File: config.mk
export PLATFORM = sky130hd
export DESIGN_NAME = regfile_32x32
export DESIGN_NICKNAME = d
export VERILOG_FILES = /design/src/rtl/regfile_pkg.sv /design/src/rtl/regfile_32x32_register32.sv /design/src/rtl/regfile_32x32.sv
export SDC_FILE = /design/constraint.sdc
export NUM_CORES = 2
export LEC_CHECK = 0
export ABC_CLOCK_PERIOD_IN_PS = 4500
export CORE_UTILIZATION = 45
export DETAILED_ROUTE_END_ITERATION = 10
export HOLD_SLACK_MARGIN = 0.03
export MAX_ROUTING_LAYER = met4
export PLACE_DENSITY_LB_ADDON = 0.05
export SLEW_MARGIN = 20
export SYNTH_ARGS = -nofsm -noshare
export SYNTH_HDL_FRONTEND = slang
export SYNTH_SLANG_ARGS = --single-unit
File: constraint.sdc
create_clock -name clock -period 4.5 [get_ports clock]
set_clock_uncertainty 0.05 [all_clocks]
set_input_delay 0.45 -clock clock [delete_from_list [all_inputs] [get_ports clock]]
set_output_delay 0.45 -clock clock [all_outputs]
set_load 0.02 [all_outputs]
File: src/rtl/regfile_pkg.sv
// Shared constants for the 32x32 register file with per-register pending
// (scoreboard) bits. Used by the decode/read side and the write-back side.
//
// Contents:
//   DATA_WIDTH - register and data-port width
//   NUM_REGS   - number of architectural registers
//   IDX_WIDTH  - width of every register select port
//   ZERO_REG   - index of the hardwired-zero register
package regfile_pkg;

    localparam int DATA_WIDTH = 32;
    localparam int NUM_REGS   = 32;
    localparam int IDX_WIDTH  = 5;

    localparam logic [IDX_WIDTH-1:0] ZERO_REG = '0;

endpackage

File: src/rtl/regfile_32x32_register32.sv
// register32: one storage register of the register file.
// Loads data_i on the rising clock edge when enable_i is high; a synchronous
// active-high reset clears it and takes priority over the load.
//
// Ports:
//   clock    - rising-edge clock
//   reset    - synchronous, active-high clear
//   enable_i - load strobe
//   data_i   - value to load
//   data_o   - stored value
module register32
    import regfile_pkg::*;
#(
    parameter int WIDTH = regfile_pkg::DATA_WIDTH
) (
    input  logic             clock,
    input  logic             reset,
    input  logic             enable_i,
    input  logic [WIDTH-1:0] data_i,
    output logic [WIDTH-1:0] data_o
);

    logic [WIDTH-1:0] data_q;
    logic [WIDTH-1:0] data_d;

    // Hold the current value unless this register is the write target.
    always_comb begin
        data_d = data_q;
        if (enable_i) begin
            data_d = data_i;
        end
    end

    // Reset discards any load presented on the same edge.
    always_ff @(posedge clock) begin
        if (reset) begin
            data_q <= '0;
        end else begin
            data_q <= data_d;
        end
    end

    assign data_o = data_q;

endmodule

File: src/rtl/regfile_32x32.sv
// regfile_32x32: two-read / one-write register file with a pending-producer
// bit per register. Register 0 is hardwired to zero and is never busy.
// Reads and busy lookups are combinational; writes and issues update state
// on the rising clock edge.
//
// Optional feature (macro REGFILE_WRITE_BYPASS_EN): a read port selecting the
// register being written this cycle returns the incoming write data, and its
// busy output reflects only a same-edge issue to that register. Without the
// macro, reads show stored state only.
//
// Ports:
//   clock, reset              - rising-edge clock, synchronous active-high reset
//   ctrl_writeEnable/Reg      - write strobe and target index
//   data_writeReg             - write data
//   ctrl_readRegA/B           - read-port indices
//   ctrl_issueEnable/Reg      - mark a register as having a pending producer
//   data_readRegA/B           - read-port data
//   busyA, busyB              - pending bit of the selected register
module regfile_32x32
    import regfile_pkg::*;
#(
    parameter int DATA_WIDTH = regfile_pkg::DATA_WIDTH,
    parameter int NUM_REGS   = regfile_pkg::NUM_REGS
) (
    input  logic                  clock,
    input  logic                  reset,
    input  logic                  ctrl_writeEnable,
    input  logic [IDX_WIDTH-1:0]  ctrl_writeReg,
    input  logic [DATA_WIDTH-1:0] data_writeReg,
    input  logic [IDX_WIDTH-1:0]  ctrl_readRegA,
    input  logic [IDX_WIDTH-1:0]  ctrl_readRegB,
    input  logic                  ctrl_issueEnable,
    input  logic [IDX_WIDTH-1:0]  ctrl_issueReg,
    output logic [DATA_WIDTH-1:0] data_readRegA,
    output logic [DATA_WIDTH-1:0] data_readRegB,
    output logic                  busyA,
    output logic                  busyB
);

    logic [DATA_WIDTH-1:0] regValue [NUM_REGS];
    logic [NUM_REGS-1:0]   pending_q;
    logic [NUM_REGS-1:0]   pending_d;
    logic                  writeCommit;
    logic                  issueValid;
    logic                  bypassA;
    logic                  bypassB;

    assign writeCommit = ctrl_writeEnable && (ctrl_writeReg != ZERO_REG);
    assign issueValid  = ctrl_issueEnable && (ctrl_issueReg != ZERO_REG);

    // Register 0 has no storage; it always reads as zero.
    assign regValue[0] = '0;

    for (genvar i = 1; i < NUM_REGS; i++) begin : gen_regs
        logic writeHit;
        assign writeHit = ctrl_writeEnable && (ctrl_writeReg == IDX_WIDTH'(i));
        register32 #(.WIDTH(DATA_WIDTH)) u_reg (
            .clock    (clock),
            .reset    (reset),
            .enable_i (writeHit),
            .data_i   (data_writeReg),
            .data_o   (regValue[i])
        );
    end

    // The write clears its target first, then the issue sets its target, so a
    // same-index issue overrides the clear: the issue is the newer producer.
    always_comb begin
        pending_d = pending_q;
        if (writeCommit) begin
            pending_d[ctrl_writeReg] = 1'b0;
        end
        if (issueValid) begin
            pending_d[ctrl_issueReg] = 1'b1;
        end
        pending_d[ZERO_REG] = 1'b0;
    end

    always_ff @(posedge clock) begin
        if (reset) begin
            pending_q <= '0;
        end else begin
            pending_q <= pending_d;
        end
    end

    // A port bypasses when it selects the register being written right now.
`ifdef REGFILE_WRITE_BYPASS_EN
    assign bypassA = writeCommit && (ctrl_readRegA == ctrl_writeReg);
    assign bypassB = writeCommit && (ctrl_readRegB == ctrl_writeReg);
`else
    assign bypassA = 1'b0;
    assign bypassB = 1'b0;
`endif

    // When bypassing, the stored pending bit is about to be cleared by the
    // write, so only a same-edge issue to that index keeps the port busy.
    always_comb begin
        data_readRegA = regValue[ctrl_readRegA];
        busyA         = pending_q[ctrl_readRegA];
        if (bypassA) begin
            data_readRegA = data_writeReg;
            busyA         = issueValid && (ctrl_issueReg == ctrl_readRegA);
        end
    end

    always_comb begin
        data_readRegB = regValue[ctrl_readRegB];
        busyB         = pending_q[ctrl_readRegB];
        if (bypassB) begin
            data_readRegB = data_writeReg;
            busyB         = issueValid && (ctrl_issueReg == ctrl_readRegB);
        end
    end

endmodule

**Word-level counts from Yosys, hierarchy flattened**

Cells that the tools add are included.

- Output and inout bits: 66
- Word-level logic and storage cells: 130
- Input port bits: 56
- Flip-flop bits (word level): 1024

- Eq/ne operators: 31
- Muxes and demuxes: 16
- $lt $le $gt $ge: 8
- Bitwise gates (word level): 5
- Reduce and logical (&&, ||, !) cells: 37

Operator list:

| operator | count |
|---|---|
| binary-select mux 32 bit (select 5 bit) | 2 |
| two-way mux 32 bit | 6 |
| == test 5 bit (second input constant) | 16 |
| == test 5 x 4 -> 1 bit (second input constant) | 8 |
| logical AND 1 bit | 35 |
| AND 32 bit | 1 |
| inverter 32 bit | 1 |
| bitwise OR 32 bit | 1 |
| less-than comparator 5 x 6 -> 1 bit (second input constant) | 4 |
| == test 5 x 3 -> 1 bit (second input constant) | 4 |
| >= comparator 6 bit (second input constant) | 2 |
| inverter 5 -> 6 bit | 2 |
| binary-select mux 1 bit (select 5 bit) | 2 |
| demux 1 bit (select 5 bit) | 2 |
| == test 5 x 2 -> 1 bit (second input constant) | 2 |
| >= comparator 5 x 1 -> 1 bit (second input constant) | 2 |
| nonzero test 5 bit | 2 |
| == test 5 x 1 -> 1 bit (second input constant) | 1 |
| two-way mux 1 bit | 4 |

**Logic depth before layout (Yosys ltp)**

- Word-level depth: 9
- Mapped depth: 8
- Depth with buffers taken out: 4

**Hierarchy**

Synthesis repeated with hierarchy kept, for this count alone.

- Cells, all modules: 4843
- Area total of the unflattened synthesis: 54100.6 um^2

Modules (own cells, without submodules):

| module | times used | area each (um^2) | cells an instance | sequential area each (um^2) |
|---|---|---|---|---|
| register32 | 31 | 1163.6 | 103 | 640.6 |
| regfile_32x32 | 1 | 18028.5 | 1650 | 620.6 |

**Worst setup path after synthesis**

Ideal clock, no wire load.

- Path type: in2out
- Start point: input ctrl_readRegB[0]
- End point: output data_readRegB[17]
- Slack: 1.957 ns
- Buffers on the path: 5
- Stages on the path: 8
- Arrival time: 2.043 ns
- Path through: buf_4 buf_6 buf_4 buf_4 buf_2 a22o_1 a211oi_1 o31ai_1

- Longest elaborated chain between the ends: 4

RTL lines:

| element | RTL line | RTL |
|---|---|---|
| start, declared | regfile_32x32.sv:31 | `input logic [IDX_WIDTH-1:0] ctrl_readRegB,` |
| inverter 5 -> 6 bit (not written as such) | regfile_32x32.sv:108 | `data_readRegB = regValue[ctrl_readRegB];` |
| binary-select mux 32 bit (select 5 bit) | regfile_32x32.sv:108 |  |
| two-way mux 32 bit (not written as such) (2 in a row) | regfile_32x32.sv:108 |  |
| end, declared | regfile_32x32.sv:35 | `output logic [DATA_WIDTH-1:0] data_readRegB,` |

No other way between the ends. The select of a mux whose other input is x is not followed.

**Worst setup path after layout**

- Start point: input ctrl_readRegB[0]
- End point: output data_readRegB[21]

The elaborated chain is that of the path after synthesis.

==> metrics.txt <==
status=complete, but fails checks; failing checks=DRC; Worst Setup Start Kind=primary input; Die Y-Extent=342 µm; Worst Slack Setup Final=434 ps; Max clock buf depth=3; P per Cell Area=363 nW/µm²; Compound-Gate Fraction of Synth Area=0.166; RSZ-0062 raised after global routing=false; Internal=16,100 µW; Mapped Nets=6,044; Setup CP Type=in -> out; Port Buffers=121; Least-Margin Pin Slew=1150 ps; CP arrival=3570 ps; Mapped Area=52,100 µm²; Synth Register Bits=1,023; CTS tree=done; post-synthesis mux area share=0.224; combinational share of power=0.084; cell area after placement=55,000 µm²; syn avg cell area=8.70 µm²; die width=342 µm; Pleak=0.0194 µW; vias per std cell=6.15; first-pass GRT wire length=300,000 µm; post-synthesis sequential area ratio=0.393; Synth warnings=0; RD Place Congestion=0.925; min cycle time layout=4070 ps; final wirelength=207,000 µm; net switching power=5400 µW; DRC violations left=16; Net Sw Frac=0.251; worst slack at placement=501 ps; # H-tree levels=3; Crit Path Max Fanout=36; initial antenna violation count=5; largest net degree at the start of global routing=114; Final nets=5,881; Final Slew Violations=0; Final Hold Vio Count=0; Clock Pin Slew Worst Setup and Hold Paths=70 ps; Unique masters post-synth=33; total grt overflow=0; endpoint class of the critical path=primary output; CTS Buf Count=116; wire per inst=27.8 µm; Relative slew margins=0.228; vias in the first global route=43,400; Post-CTS Hold Buffers=0; Final Cycle Share=0.904; Antenna Nets Post-Route=0; die area=117,000 µm²; area grow syn2layout=13.7%; final hold slack=226 ps; simple-gate share of the synthesized area=0.164; Global Route Usage Sum=0.358; Worst EP required=4000 ps; DR pass1 iterations=11; combinational family with the most area after synthesis=multiplexers; Starting Density=0.455; clk sinks=1,023; Root Driver=clkbuf_16; Core Area=115,000 µm²; maxcap violations=0; XOR/XNOR share of the synthesized area=0; DPL Wire Length=126,000 µm; Synth Area in Adders=0; synthesized instance count=5,988; fin area=59,200 µm²; Hold WC Path Type=in -> reg; worst skew pair latency=730 ps; Total Neg Setup Slack=0 ps; part of the power in registers=0.427; postcts setup bufs=0; initial DRC count=4,915; share of cells above drive strength 1=0.165; Peak VDD IR=0.312 mV; via count=45,700; floorplan row count=124; clock share of power=0.489; Post-CTS Resized=0; Final setup viols=0; fmax=0.246 GHz; Ports=122
metal layers:
metal	up-vias	wire, µm	GRT usage
li1	20700	-	-
met1	22500	85000	0.466
met3	467	17000	0.0594
met4	0	10100	0.161
met5	-	0	-
met2	2093	94600	0.545
synth_stat cells (all sizes together):
cell    count  area [µm²]
a22oi      31         233
and3        2        12.5
mux2       66         743
inv         2        7.51
nor3b       4        30.0
nand3       2        10.0
and3b       5        43.8
or3b        4        35.0
and2       72         450
nor4        1        6.26
nand2b      5        31.3
nor2b       8        50.1
o22ai      66         413
nor3        2        10.0
nand3b      5        37.5
nor2       68         255
buf       161        1020
a21oi     992        4960
o21ai      66         330
mux4      396        8920
mux2i     198        1980
nand2    2019        7580
a22o      198        1730
a211oi     66         495
clkbuf    460        1730
o31ai      66         495
dfxtp    1023       20500
area by class of cell:
type	count	area (µm²)
flip-flops and latches	1023	20500
multi-input cells	4342	29200
clock inverters	50	764
clock buffers	167	3460
fillers	10700	55300
repair buffers	340	3390
inverters	2	7.51
diodes	4	10.0
well taps	1512	1890
final timing paths:
path	cells past startpoint	endpoint	from	slack (ps)
min	2	gen_regs[23].u_reg.data_o[15]	reset	230
max	8	data_readRegB[21]	ctrl_readRegB[0]	430
min reg2reg	2	gen_regs[29].u_reg.data_o[14]	gen_regs[29].u_reg.data_o[14]	410
max reg2reg	2	pending_q[16]	pending_q[16]	3740
sequential cells by signal (all words and copies together) (netlist names):
register               cells
gen_regs.u_reg.data_o    992
pending_q                 31
cell families (layout without fill, tap and decap cells):
family,Yosys count,in the layout
AND/OR/NAND/NOR,2197,2197
AO/OA/AOI/OAI,1485,1485
flip-flops,1023,1023
multiplexers,660,660
buffers and inverters,623,559
other,0,4
worst max-delay path, cell delays in order:
cell	delay, ps
buf_8	360
buf_12	340
mux4_2	290
mux2i_1	100
and2_1	200
o31ai_1	930
buf_4	240
clkdlybuf4s50_1	600
power by group through the flow:
stage / Sequential, µW / Clock [µW] / Combinational (µW)
2_1_floorplan: 9360 / 0 / 1050
3_3_place_gp: 9370 / 0 / 1770
3_5_place_dp: 9370 / 0 / 1770
4_1_cts: 9170 / 10600 / 1780
5_1_grt: 9180 / 11000 / 1860
6_report: 9170 / 10500 / 1800
placed cells by master, fill, tap and decap left out, types with 3 or more instances in the layout:
master / Yosys / layout
nand2_1: 2019 / 1986
dfxtp_1: 1023 / 1023
a21oi_1: 992 / 992
mux4_2: 396 / 396
mux2i_1: 198 / 198
a22o_1: 198 / 198
buf_4: 36 / 187
clkbuf_16: 0 / 118
clkdlybuf4s50_1: 0 / 102
and2_1: 72 / 67
o22ai_1: 66 / 66
a211oi_1: 66 / 66
o21ai_1: 66 / 66
o31ai_1: 66 / 66
mux2_2: 63 / 63
buf_12: 0 / 44
nor2_1: 68 / 38
nand2_2: 0 / 33
clkbuf_8: 0 / 32
a22oi_1: 31 / 31
nor2_4: 0 / 30
clkinv_2: 0 / 23
bufinv_16: 0 / 19
clkbuf_1: 459 / 17
nor2b_4: 0 / 6
and2_2: 0 / 5
nand3b_1: 5 / 5
and3b_1: 5 / 5
buf_8: 0 / 5
diode_2: 0 / 4
nor3b_1: 4 / 4
inv_6: 0 / 4
mux2_1: 3 / 3
or3b_2: 3 / 3
nand2b_1: 5 / 3
stage by stage:
stage | total power, µW | utilization | std cells
floorplan | 10400 | - | 5988
global placement | 11100 | 0.480 | 7219
detailed placement | 11100 | 0.480 | 7219
CTS | 21600 | 0.517 | 7436
global route | 22000 | 0.517 | 7440
finish | 21500 | 0.517 | 7440
Power figures use the tool's default switching activity.
